### src/rtl/linebuffer_ctrl_pkg.sv
// linebuffer_pkg: shared types and width helpers for the line-buffer
// stencil controllers.
//   lb_state_e - controller state (IDLE, RUN)
//   lb_cnt_w   - bit width of a counter for range 0..n-1 (minimum 1)
package linebuffer_pkg;

    typedef enum logic {
        IDLE = 1'b0,
        RUN  = 1'b1
    } lb_state_e;

    function automatic int lb_cnt_w(input int n);
        return (n > 1) ? $clog2(n) : 1;
    endfunction

endpackage

### src/rtl/linebuffer_ctrl_if.sv
// linebuffer_ctrl_if: pixel-in and window-out handshakes of linebuffer_ctrl.
//   in_valid/in_sof/in_ready     - raster pixel stream from the source
//   win_valid/win_sof/win_eol    - completed-window flags to the kernel
//   win_ready                    - kernel consumes the window
// slave  = controller side, master = source/kernel side.
interface linebuffer_ctrl_if;

    logic in_valid;
    logic in_sof;
    logic in_ready;
    logic win_valid;
    logic win_ready;
    logic win_sof;
    logic win_eol;

    modport slave (
        input  in_valid, in_sof, win_ready,
        output in_ready, win_valid, win_sof, win_eol
    );

    modport master (
        output in_valid, in_sof, win_ready,
        input  in_ready, win_valid, win_sof, win_eol
    );

endinterface

### src/rtl/linebuffer_ctrl_raster_counter.sv
// raster_counter: column/row position of the most recently counted pixel.
//   clk, rst - clock, async active-high reset
//   clr      - the pixel being counted is the first of a frame: load (0,0)
//   inc      - advance one pixel in raster order (wraps explicitly)
//   col, row - position of the most recently counted pixel
//   last     - the next inc lands on (WIDTH-1, HEIGHT-1), the final pixel
module raster_counter
    import linebuffer_pkg::*;
#(
    parameter  int WIDTH  = 8,
    parameter  int HEIGHT = 8,
    localparam int CW     = lb_cnt_w(WIDTH),
    localparam int RW     = lb_cnt_w(HEIGHT)
) (
    input  logic          clk,
    input  logic          rst,
    input  logic          clr,
    input  logic          inc,
    output logic [CW-1:0] col,
    output logic [RW-1:0] row,
    output logic          last
);

    always_ff @(posedge clk or posedge rst) begin
        if (rst) begin
            col <= '0;
            row <= '0;
        end else if (clr) begin
            col <= '0;
            row <= '0;
        end else if (inc) begin
            if (col == CW'(WIDTH - 1)) begin
                col <= '0;
                row <= (row == RW'(HEIGHT - 1)) ? '0 : row + RW'(1);
            end else begin
                col <= col + CW'(1);
            end
        end
    end

    // Looks one pixel ahead so the caller can act on the accept of the
    // final pixel itself rather than a cycle late.
    assign last = (col == CW'(WIDTH - 2)) && (row == RW'(HEIGHT - 1));

endmodule

### src/rtl/linebuffer_ctrl.sv
// linebuffer_ctrl: stream controller for the line-buffer stencil path.
//   clk, rst   - clock, async active-high reset
//   bus        - pixel-in / window-out handshakes (slave modport)
//   shift_en   - advance line buffers and window registers (combinational)
//   col, row   - position of the most recently shifted pixel
//   frame_done - pulse the cycle after the last pixel of a frame shifts
//   sync_err   - pulse after a framing violation (stray pixel or in_sof)
module linebuffer_ctrl
    import linebuffer_pkg::*;
#(
    parameter  int WIDTH  = 8,
    parameter  int HEIGHT = 8,
    parameter  int KERNEL = 3,
    localparam int CW     = lb_cnt_w(WIDTH),
    localparam int RW     = lb_cnt_w(HEIGHT)
) (
    input  logic              clk,
    input  logic              rst,
    linebuffer_ctrl_if.slave  bus,
    output logic              shift_en,
    output logic [CW-1:0]     col,
    output logic [RW-1:0]     row,
    output logic              frame_done,
    output logic              sync_err
);

    lb_state_e     state;
    logic          win_valid_q, win_sof_q, win_eol_q;
    logic          frame_done_q, sync_err_q;
    logic          in_ready, accept, sof_acc, inc, cnt_last;
    logic          col_wrap, completing;
    logic [CW-1:0] nxt_col;
    logic [RW-1:0] nxt_row;

    raster_counter #(.WIDTH(WIDTH), .HEIGHT(HEIGHT)) u_cnt (
        .clk  (clk),
        .rst  (rst),
        .clr  (sof_acc),
        .inc  (inc),
        .col  (col),
        .row  (row),
        .last (cnt_last)
    );

    always_comb begin
        // Holding in_ready low while a window waits keeps the taps frozen.
        in_ready = (state == IDLE) || !win_valid_q || bus.win_ready;
        accept   = bus.in_valid && in_ready;
        sof_acc  = accept && bus.in_sof;
        shift_en = accept && ((state == RUN) || bus.in_sof);
        inc      = shift_en && !bus.in_sof;
        // Position of the pixel being shifted now (non-SOF case). An SOF
        // pixel lands at (0,0) and can never complete a window.
        col_wrap   = (col == CW'(WIDTH - 1));
        nxt_col    = col_wrap ? '0 : col + CW'(1);
        nxt_row    = col_wrap ? row + RW'(1) : row;
        completing = inc && (nxt_col >= CW'(KERNEL - 1)) &&
                     (nxt_row >= RW'(KERNEL - 1));
    end

    always_ff @(posedge clk or posedge rst) begin
        if (rst) begin
            state        <= IDLE;
            win_valid_q  <= 1'b0;
            win_sof_q    <= 1'b0;
            win_eol_q    <= 1'b0;
            frame_done_q <= 1'b0;
            sync_err_q   <= 1'b0;
        end else begin
            frame_done_q <= inc && cnt_last;
            sync_err_q   <= accept && (((state == IDLE) && !bus.in_sof) ||
                                       ((state == RUN)  &&  bus.in_sof));
            case (state)
                IDLE:    if (sof_acc) state <= RUN;
                RUN:     if (inc && cnt_last) state <= IDLE;
                default: state <= IDLE;
            endcase
            if (completing) begin
                win_valid_q <= 1'b1;
                win_sof_q   <= (nxt_col == CW'(KERNEL - 1)) &&
                               (nxt_row == RW'(KERNEL - 1));
                win_eol_q   <= col_wrap ? 1'b0 : (nxt_col == CW'(WIDTH - 1));
            end else if (bus.win_ready) begin
                win_valid_q <= 1'b0;
            end
        end
    end

    assign bus.in_ready  = in_ready;
    assign bus.win_valid = win_valid_q;
    assign bus.win_sof   = win_sof_q;
    assign bus.win_eol   = win_eol_q;
    assign frame_done    = frame_done_q;
    assign sync_err      = sync_err_q;

endmodule

### src/flat_wrapper.sv
// flat-port wrapper written by rule: the top's interface ports become plain ports
module linebuffer_ctrl_flat import linebuffer_pkg::*;
#(
    parameter  int WIDTH  = 8,
    parameter  int HEIGHT = 8,
    parameter  int KERNEL = 3,
    localparam int CW     = lb_cnt_w(WIDTH),
    localparam int RW     = lb_cnt_w(HEIGHT)
)
  (clk, rst, shift_en, col, row, frame_done, sync_err, bus_in_valid, bus_in_sof, bus_win_ready, bus_in_ready, bus_win_valid, bus_win_sof, bus_win_eol);
  linebuffer_ctrl_if bus_i ();
  input  logic clk;
  input  logic rst;
  output logic shift_en;
  output logic [CW-1:0] col;
  output logic [RW-1:0] row;
  output logic frame_done;
  output logic sync_err;
  input wire logic [$bits(bus_i.in_valid)-1:0] bus_in_valid;
  input wire logic [$bits(bus_i.in_sof)-1:0] bus_in_sof;
  input wire logic [$bits(bus_i.win_ready)-1:0] bus_win_ready;
  output wire logic [$bits(bus_i.in_ready)-1:0] bus_in_ready;
  output wire logic [$bits(bus_i.win_valid)-1:0] bus_win_valid;
  output wire logic [$bits(bus_i.win_sof)-1:0] bus_win_sof;
  output wire logic [$bits(bus_i.win_eol)-1:0] bus_win_eol;
  assign bus_i.in_valid = bus_in_valid;
  assign bus_i.in_sof = bus_in_sof;
  assign bus_i.win_ready = bus_win_ready;
  assign bus_in_ready = bus_i.in_ready;
  assign bus_win_valid = bus_i.win_valid;
  assign bus_win_sof = bus_i.win_sof;
  assign bus_win_eol = bus_i.win_eol;
  linebuffer_ctrl #(.WIDTH(WIDTH), .HEIGHT(HEIGHT), .KERNEL(KERNEL)) u_core (.clk(clk), .rst(rst), .bus(bus_i), .shift_en(shift_en), .col(col), .row(row), .frame_done(frame_done), .sync_err(sync_err));
endmodule
### config.mk
export PLATFORM = sky130hd
export DESIGN_NAME = linebuffer_ctrl_flat
export DESIGN_NICKNAME = d
export VERILOG_FILES = /design/src/rtl/linebuffer_ctrl_pkg.sv /design/src/rtl/linebuffer_ctrl_if.sv /design/src/rtl/linebuffer_ctrl_raster_counter.sv /design/src/rtl/linebuffer_ctrl.sv /design/src/flat_wrapper.sv
export SDC_FILE = /design/constraint.sdc
export NUM_CORES = 1
export LEC_CHECK = 0
export CORE_MARGIN = 3
export CORE_UTILIZATION = 35
export CTS_CLUSTER_DIAMETER = 60
export CTS_CLUSTER_SIZE = 20
export DETAILED_ROUTE_END_ITERATION = 10
export GPL_TIMING_DRIVEN = 0
export PLACE_DENSITY = 0.71
export SLEW_MARGIN = 20
export SYNTH_ARGS = -nofsm -noshare
export SYNTH_HDL_FRONTEND = slang
export SYNTH_HIERARCHICAL = 1
export SYNTH_SLANG_ARGS = --single-unit
export TNS_END_PERCENT = 50
### constraint.sdc
create_clock -name clk -period 1.65 [get_ports clk]
set_input_delay 0.2475 -clock clk [delete_from_list [all_inputs] [get_ports clk]]
set_output_delay 0.2475 -clock clk [all_outputs]
set_load 0.005 [all_outputs]
Yosys cells after proc, flatten, opt, wreduce, memory -nomap -nowiden
Index checks and enable logic that the tools add are counted.
W data, S select, Z words.
{ "classes": {"n_shift": 0, "n_mux": 14, "magnitude_cmp": 2, "n_eq_ne": 6, "reduce_logical": 22, "bitwise_logic": 1, "div_mod_pow": 0, "add_sub_neg": 2, "mul": 0} }
{ "op_table": {"columns": ["cell", "count"], "rows": [
  ["$mux W3", 8],
  ["$eq A3 B3 Y1 const B", 4],
  ["$logic_and A1 B1 Y1", 12],
  ["$add A3 B1 Y3 const B", 2],
  ["$eq A3 B2 Y1 const B", 2],
  ["$ge A3 B2 Y1 const B", 2],
  ["$reduce_bool A2 Y1", 3],
  ["$mux W1", 5],
  ["$logic_or A1 B1 Y1", 4],
  ["$logic_not A1 Y1", 2],
  ["$pmux W1 S2", 1],
  ["$reduce_and A2 Y1", 1],
  ["$not A1 Y1", 1]
]} }
{ "word_totals": {"memories": 0, "ff_bits": 12, "ramBits": 0, "latch_bits": 0, "rom_bits": 0} }

Depth between registers and ports, before layout
Gate-level depths: netlist (run 1).
{ "depth": {"depth_word": 9, "ltp_mapped": 7, "depth_no_buf": 6} }

Hierarchy
The synthesis (run 1) kept the hierarchy.
{ "modules_own_cells": {"columns": ["module", "n_inst", "area_each_um2", "seq_area_each_um2", "cells_per_inst"], "rows": [
  ["linebuffer_ctrl", 1, 395.4, 150.1, 35],
  ["raster_counter", 1, 356.6, 150.1, 31]
]} }

Worst setup path before layout (run 1)
OpenSTA, ideal clock, no wires.
{ "synth_path": {"path_kind": "reg-to-reg", "start": "register u_core.u_cnt.col[0]", "end": "register u_core.win_eol_q (netlist: u_core/bus.win_eol)", "path_stages_with_launch": 7, "synth_period_minus_slack_ns": 1.774, "path_slack_ns": -0.124, "arrival_time_ns": 1.649, "path_cell_list": "dfrtp_1 -> ha_1 -> ha_1 -> nor2b_1 -> o32a_1 -> o311a_4 -> mux2_4"} }
{ "synth_via": {"elab_chain_cells": 5, "word_cells_on_any_way": 10, "classes_between": "add/sub (1); order compare (2); eq/ne (2); mux (3); reduce/logical (2)"} }
{ "synth_rtl": {"columns": ["element", "line_no", "source"], "rows": [
  ["start, declared", "linebuffer_ctrl_raster_counter.sv:19", "output logic [CW-1:0] col,"],
  ["start signal, assigned", "linebuffer_ctrl_raster_counter.sv:36", "col <= col + CW'(1);"],
  ["$add A3 B1 Y3 or $eq A3 B3 Y1 (tied branches)", "linebuffer_ctrl.sv:55, linebuffer_ctrl.sv:54", null],
  ["$mux W3", "linebuffer_ctrl.sv:55", "nxt_col = col_wrap ? '0 : col + CW'(1);"],
  ["$ge A3 B2 Y1", "linebuffer_ctrl.sv:57", "completing = inc && (nxt_col >= CW'(KERNEL - 1)) &&"],
  ["$logic_and A1 B1 Y1 (2 in series)", "linebuffer_ctrl.sv:57", null],
  ["end signal, assigned", "linebuffer_ctrl.sv:82", "win_eol_q <= col_wrap ? 1'b0 : (nxt_col == CW'(WIDTH - 1));"],
  ["end, declared", "linebuffer_ctrl.sv:28", "logic win_valid_q, win_sof_q, win_eol_q;"]
]} }
Several ways; a longest one is shown, not always the timed one.
A chain may end at the register's enable or synchronous reset.

Final worst setup path (run 1)
{ "layout_path": {"start": "register u_core.u_cnt.col[0]", "end": "register u_core.win_sof_q (netlist: u_core/bus.win_sof)"} }
{ "layout_via": {"elab_chain_cells": 5, "word_cells_on_any_way": 11, "classes_between": "add/sub (1); order compare (2); eq/ne (3); mux (2); reduce/logical (3)"} }
{ "layout_rtl": {"columns": ["element", "line_no", "source"], "rows": [
  ["$add A3 B1 Y3 or $eq A3 B3 Y1 (tied branches)", "linebuffer_ctrl.sv:55, linebuffer_ctrl.sv:54", null],
  ["$mux W3", "linebuffer_ctrl.sv:55", null],
  ["$ge A3 B2 Y1", "linebuffer_ctrl.sv:57", null],
  ["$logic_and A1 B1 Y1 (2 in series)", "linebuffer_ctrl.sv:57", null],
  ["end signal, assigned", "linebuffer_ctrl.sv:80", "win_sof_q <= (nxt_col == CW'(KERNEL - 1)) &&"],
  ["end, declared", "linebuffer_ctrl.sv:28", null]
]} }
Several ways; a longest one is shown, not always the timed one.

==> results.toml, run 1 <==
[power_and_ir_drop]
pwr_density_cell_nw_per_um2 = 613
vdd_drop_max_mv = 0.395
p_leak_nw = 0.504

[timing]
finalHoldViolCount = 0
rsz0062_at_grt = "true"
max-slew-margin-rel_pct = 68.5
drv_slew = 0
period_share_pct = 102
setup_violations = 2
whs_ps = 240
layout_setup_ws_ps = -27.8
fin_skew_ps = 8.89
tightest_slew_ps = 471
fin_crit_ps = 1680
fmax_mhz = 596

[worst_hold_path]
hold_class = "primary input to asynchronous set/reset pin"

[status]
status = "finished with violations"
violations = "setup timing"

[floorplan]
start_util_pct = 37.6
core_um2 = 2000
rows = 16
dieHeight_um = 52.4
num_io_pins = 18
dieArea_um2 = 2740
die_w_um = 52.4

[logic_synthesis]
netlist_area_um2 = 752
ys_ff_latch = 12
syn_nets = 80
synth_cell_types = 30
ys_warn_count = 6
seq_area_frac_synth_pct = 39.9
syn_inst = 66
syn_avg_cell_area_um2 = 11.4

[routing]
detail_route.first_pass.iterations = 4
wl_per_cell_um = 13.2
drtAntennaViolNets = 0
dr_total_vias = 566
drtIter0Drc = 11
post-route-drc-count = 0
viasPerCell = 4.80
drt-total-wl_um = 1550

[final_layout]
nNetsFinal = 107
final_area_um2 = 1050
fin_util_pct = 52.6
layout-drive-gt1-share_pct = 27.5
area_growth_pct = 39.9
diodes = 0

[clock_tree]
cts_buffers = 3
cts.sink_count = 12
clock_path_buffers = 2
cts_root_buf = "clkbuf_4"
cts.htree.levels = 1
holdBufCountCts = 0
cts_tree = "done"
path_clk_slew_ps = 70
clk_latency_ps = 270

[grt]
grt_pass1_wl_um = 2680
grt_overflow = 0
grt_start_max_net_pins = 11
grt_pass1_vias = 548
grt_antenna_before_repair = 0
gr-usage-all-layers_pct = 14.1

[setup_path]
worst-path-max-fanout = 3
reg2reg_to = "u_core/bus.win_sof"
end_kind = "flop"
r2r_cells = 5
cp.required_ps = 1800
startpoint_type = "flop"
ff2ff_setup_slack_ps = -30
worstSetupPathType = "flop to flop"
reg2reg_from = "u_core/u_cnt/col[0]"
crit_end = "u_core/bus.win_sof"
crit_start = "u_core/u_cnt/col[0]"
arrival_ps = 1830

[job]
maxCapViolCount = 0

[placed_design]
dpl_cell_area_um2 = 973
pre_cts_ws_ps = -395
io_buffer_count = 17
globalplace.congestion = 0.772
dp_hpwl_um = 1200
cells by family (layout without fill, tap and decap cells):
group           Yosys count  count (layout)  synth area share [%]
fa+ha+maj                 9               9                  15.0
xor+xnor                  1               1                  1.16
buf+inv                   8              33                  4.99
flops                    12              12                  39.9
simple gates             21              21                  19.5
compound gates           12              12                  14.1
mux                       3               3                  5.32
how the worst min path moves through the flow:
stage | start | cells past startpoint | end
2_1_floorplan | rst | 1 | u_core/bus.win_eol
4_1_cts | rst | 2 | u_core/bus.win_valid
6_report | rst | 2 | u_core/bus.win_valid
3_3_place_gp | u_core/bus.win_eol | 1 | u_core/bus.win_eol
3_5_place_dp | u_core/bus.win_eol | 1 | u_core/bus.win_eol
5_1_grt | rst | 2 | u_core/bus.win_valid
critical path: stages (launching register included):
cell and delay (ps):
dfrtp_2 440, ha_4 170, ha_4 170, o32a_1 340, o311a_4 140, mux2_4 300
cells in the final DEF (no fill, tap or decap):
master,instances
clkdlybuf4s50_1,14
dfrtp_1,11
inv_1,6
nor2_1,6
ha_1,6
buf_4,5
clkbuf_4,3
a21bo_2,3
a21oi_1,3
dlygate4sd2_1,2
mux2_4,2
nand3_1,2
ha_4,2
dlymetal6s2s_1,1
nor2b_4,1
and3b_1,1
xor2_1,1
nand3b_4,1
and3_4,1
o32a_1,1
o311a_4,1
nand3b_1,1
nor4b_1,1
nand2_1,1
inv_2,1
and2_1,1
o21ai_1,1
a21o_2,1
buf_6,1
a211oi_1,1
mux2i_1,1
nand4bb_1,1
and3_1,1
nand4b_1,1
or3b_1,1
nand2b_1,1
a21oi_2,1
ha_2,1
dfrtp_2,1
power breakdown:
part / internal [mW] / switching [mW]
logic: 0.0908 / 0.0625
clock network: 0.0844 / 0.0888
registers: 0.305 / 0.0133
total: 0.480 / 0.165
layout make-up:
class	instances	area [um^2]
Timing Repair Buffer	22	208
Fill cell	184	950
Buffer	1	11.3
Sequential cell	12	302
Tap cell	27	33.8
Multi-Input combinational cell	46	449
Clock buffer	3	22.5
Inverter	7	26.3
metal layers:
metal  part of all wire [%]  track usage (%)  vias to the layer above
met5                      0                0                        -
met4                    3.1             8.94                        0
met3                    3.4             3.42                        4
met2                     49             21.5                       17
met1                     45             17.6                      260
li1                       -                -                      285
synthesized netlist by cell type, drive strengths merged:
| master | instances | area (um^2) |
|---|---|---|
| dfrtp | 12 | 300 |
| ha | 9 | 113 |
| inv | 7 | 26.3 |
| nor2 | 6 | 22.5 |
| a21oi | 4 | 23.8 |
| a21bo | 3 | 30.0 |
| and3 | 2 | 17.5 |
| mux2 | 2 | 30.0 |
| nand3 | 2 | 10.0 |
| nand3b | 2 | 27.5 |
| a211oi | 1 | 7.51 |
| a21o | 1 | 8.76 |
| and2 | 1 | 6.26 |
| and3b | 1 | 8.76 |
| buf | 1 | 11.3 |
| mux2i | 1 | 10.0 |
| nand2 | 1 | 3.75 |
| nand2b | 1 | 6.26 |
| nand4b | 1 | 8.76 |
| nand4bb | 1 | 11.3 |
| nor2b | 1 | 6.26 |
| nor4b | 1 | 8.76 |
| o21ai | 1 | 5.00 |
| o311a | 1 | 21.3 |
| o32a | 1 | 10.0 |
| or3b | 1 | 8.76 |
| xor2 | 1 | 8.76 |
state kept, by name, summed over array words and instances, names as in the netlist:
signal                flops
u_core/bus.win_eol        1
u_core/bus.win_sof        1
u_core/bus.win_valid      1
u_core/frame_done         1
u_core/state              1
u_core/sync_err           1
u_core/u_cnt/col          3
u_core/u_cnt/row          3
metrics by stage:
stage | instances | power, mW | TNS [ps]
6_report | 118 | 0.645 | -54.7
3_3_place_gp | 110 | 0.438 | -2110
5_1_grt | 118 | 0.690 | -218
2_1_floorplan | 66 | 0.389 | -23.8
3_5_place_dp | 110 | 0.444 | -2350
4_1_cts | 116 | 0.648 | -102
repair_timing:
action                                  CTS  global route
endpoints found under the setup margin    4             5
pin swaps                                 4             3
resized for setup                         6             2
buffers inserted                          3             2
Power figures use the tool's default switching activity.
==> run 2: changes to the inputs <==
--- a/config.mk
+++ b/config.mk
@@ -11,7 +11,7 @@
 export CTS_CLUSTER_SIZE = 20
 export DETAILED_ROUTE_END_ITERATION = 10
 export GPL_TIMING_DRIVEN = 0
-export PLACE_DENSITY = 0.71
+export PLACE_DENSITY = 0.69
 export SLEW_MARGIN = 20
 export SYNTH_ARGS = -nofsm -noshare
 export SYNTH_HDL_FRONTEND = slang
==> constraint.sdc (replaced) <==
create_clock -name clk -period 1.9 [get_ports clk]
set_input_delay 0.285 -clock clk [delete_from_list [all_inputs] [get_ports clk]]
set_output_delay 0.285 -clock clk [all_outputs]
set_load 0.005 [all_outputs]
==> run 2 against run 1 <==
- the run now ends clean
- total power decreased by 18%
- worst hold slack improved by 10 ps
- routed wire length decreased by 11%
- combinational power decreased by 35%
- count of clock-buffer cells in the layout unchanged
- via count increased by 0.18%
- final area decreased by 6.1%
- critical path depth increased by 3
- die area unchanged
- first-iteration DRC count decreased by 91%
- flip-flop and latch count unchanged
- largest power group unchanged
==> results.toml, run 2 (synthesis gave the netlist of run 1 again) <==
[status]
status = "complete, no violations"

[power_and_ir_drop]
switchingPower_mw = 0.133
p_int_mw = 0.394
p_leak_nw = 0.490
pwr-share-comb_pct = 18.8
p_total_mw = 0.527
sw_frac_of_total_pct = 25.3
vdd_drop_max_mv = 0.225
pwr_density_cell_nw_per_um2 = 533
p_seq_share_pct = 52.6
power_frac_clock_pct = 28.6

[final_layout]
nNetsFinal = 103
largestRegisters = "u_core/u_cnt/col: 3 flops, u_core/u_cnt/row: 3 flops"
area_growth_pct = 31.4
layout-drive-gt1-share_pct = 19.5
layout_common_cells = "clkdlybuf4s50_1 (16), dfrtp_1 (11), ha_1 (9)"
final_common_cell = "clkdlybuf4s50_1"
diodes = 0
fillers = 190

[clock_tree]
path_clk_slew_ps = 70
cts_tree = "done"
holdBufCountCts = 0
clk_latency_ps = 270
cts.sink_count = 12
cts_root_buf = "clkbuf_4"
clock_path_buffers = 2
cts_buffers = 3
cts.htree.levels = 1

[floorplan]
die_w_um = 52.4
num_io_pins = 18
core_um2 = 2000
dieHeight_um = 52.4
dieArea_um2 = 2740
rows = 16
start_util_pct = 37.6

[routing]
post-route-drc-count = 0
wl_per_cell_um = 12.1
drtIter0Drc = 1
drtAntennaViolNets = 0
drt-total-wl_um = 1380
viasPerCell = 4.97
detail_route.first_pass.iterations = 3
dr_total_vias = 567

[timing]
max-slew-margin-rel_pct = 70.6
drv_slew = 0
fmax_mhz = 541
fin_skew_ps = 4.30
fin_crit_ps = 1850
finalHoldViolCount = 0
period_share_pct = 97.3
tightest_slew_ps = 439
setup_violations = 0
rsz0062_at_grt = "false"
whs_ps = 250

[setup_path]
worstSetupPathType = "primary input to flop"
crit_end = "u_core/u_cnt/col[0]"
arrival_ps = 2050
worst-path-max-fanout = 10
r2r_cells = 6
end_kind = "flop"
crit_start = "bus_in_sof"
cp.required_ps = 2100
ff2ff_setup_slack_ps = 70
reg2reg_to = "u_core/bus.win_eol"
reg2reg_from = "u_core/u_cnt/col[1]"
startpoint_type = "primary input"

[grt]
grt_pass1_wl_um = 2390
grt_antenna_before_repair = 0
grt_pass1_vias = 558
grt_start_max_net_pins = 11
grt_overflow = 0
gr-usage-all-layers_pct = 12.2

[worst_hold_path]
hold_class = "primary input to asynchronous set/reset pin"

[placed_design]
globalplace.congestion = 0.689
io_buffer_count = 17
dp_hpwl_um = 1070

[job]
maxCapViolCount = 0
## run 2: changes by cell type in the layout (fill, tap and decap cells not counted)
| cell | previous run | this run |
|---|---|---|
| dlygate4sd2_1 | 2 | 1 |
| nor2b_2 | 0 | 1 |
| ha_1 | 6 | 9 |
| dlymetal6s2s_1 | 1 | 0 |
| inv_1 | 6 | 7 |
| ha_4 | 2 | 0 |
| ha_2 | 1 | 0 |
| nor2b_4 | 1 | 0 |
| inv_2 | 1 | 0 |
| clkdlybuf4s50_1 | 14 | 16 |
| buf_4 | 5 | 1 |
## run 2: cell type report
cell class	instances	area, um^2	share of cell area, %
Tap cell	27	33.8	3.42
Clock buffer	3	22.5	2.28
Multi-Input combinational cell	46	417	42.2
Timing Repair Buffer	18	176	17.8
Buffer	1	11.3	1.14
Inverter	7	26.3	2.66
Sequential cell	12	302	30.5
## run 2: metal layers
metal	vias up	GRT usage, %	routed length (um)
met4	0	8.94	17
met2	15	17.4	629
met5	-	0	0
met1	271	15.9	675
met3	2	2.56	61
li1	279	-	-
## run 2: how the worst min path moves through the flow
stage	startpoint	end	slack, ps	cells after the start
2_1_floorplan	rst	u_core/bus.win_eol	80	1
3_3_place_gp	u_core/bus.win_eol	u_core/bus.win_eol	500	1
3_5_place_dp	u_core/bus.win_eol	u_core/bus.win_eol	490	1
4_1_cts	rst	u_core/bus.win_eol	250	2
5_1_grt	rst	u_core/bus.win_eol	280	2
6_report	rst	u_core/bus.win_eol	250	2
## run 2: timing repair
action,CTS,global route
pin swaps,0,0
endpoints found under the setup margin,3,2
gates resized for setup,2,1
buffers inserted,0,1
## run 2: power by group through the flow
stage          combinational, mW  sequential (mW)  clock (mW)
2_1_floorplan             0.0513            0.281           0
3_3_place_gp              0.0908            0.283           0
3_5_place_dp              0.0928            0.283           0
4_1_cts                   0.0924            0.279       0.160
5_1_grt                    0.114            0.279       0.176
6_report                  0.0991            0.277       0.151
## run 2: per-stage QoR
stage	utilization, %	std cells	cell area [um^2]	setup WS, ps	setup TNS (ps)
after floorplan	-	66	752	126	0
after global placement	47.8	110	956	-158	-431
after detailed placement	47.8	110	956	-197	-575
after CTS	48.9	113	978	13.3	0
after global routing	49.4	114	988	0.0813	0
final	49.4	114	988	51.2	0
## run 2: worst max-delay path: stages
cell and delay (ps):
clkdlybuf4s50_1 500, inv_1 70, ha_1 210, nor2_1 130
and3_4 230, buf_6 140, or3b_1 360, a21oi_2 110
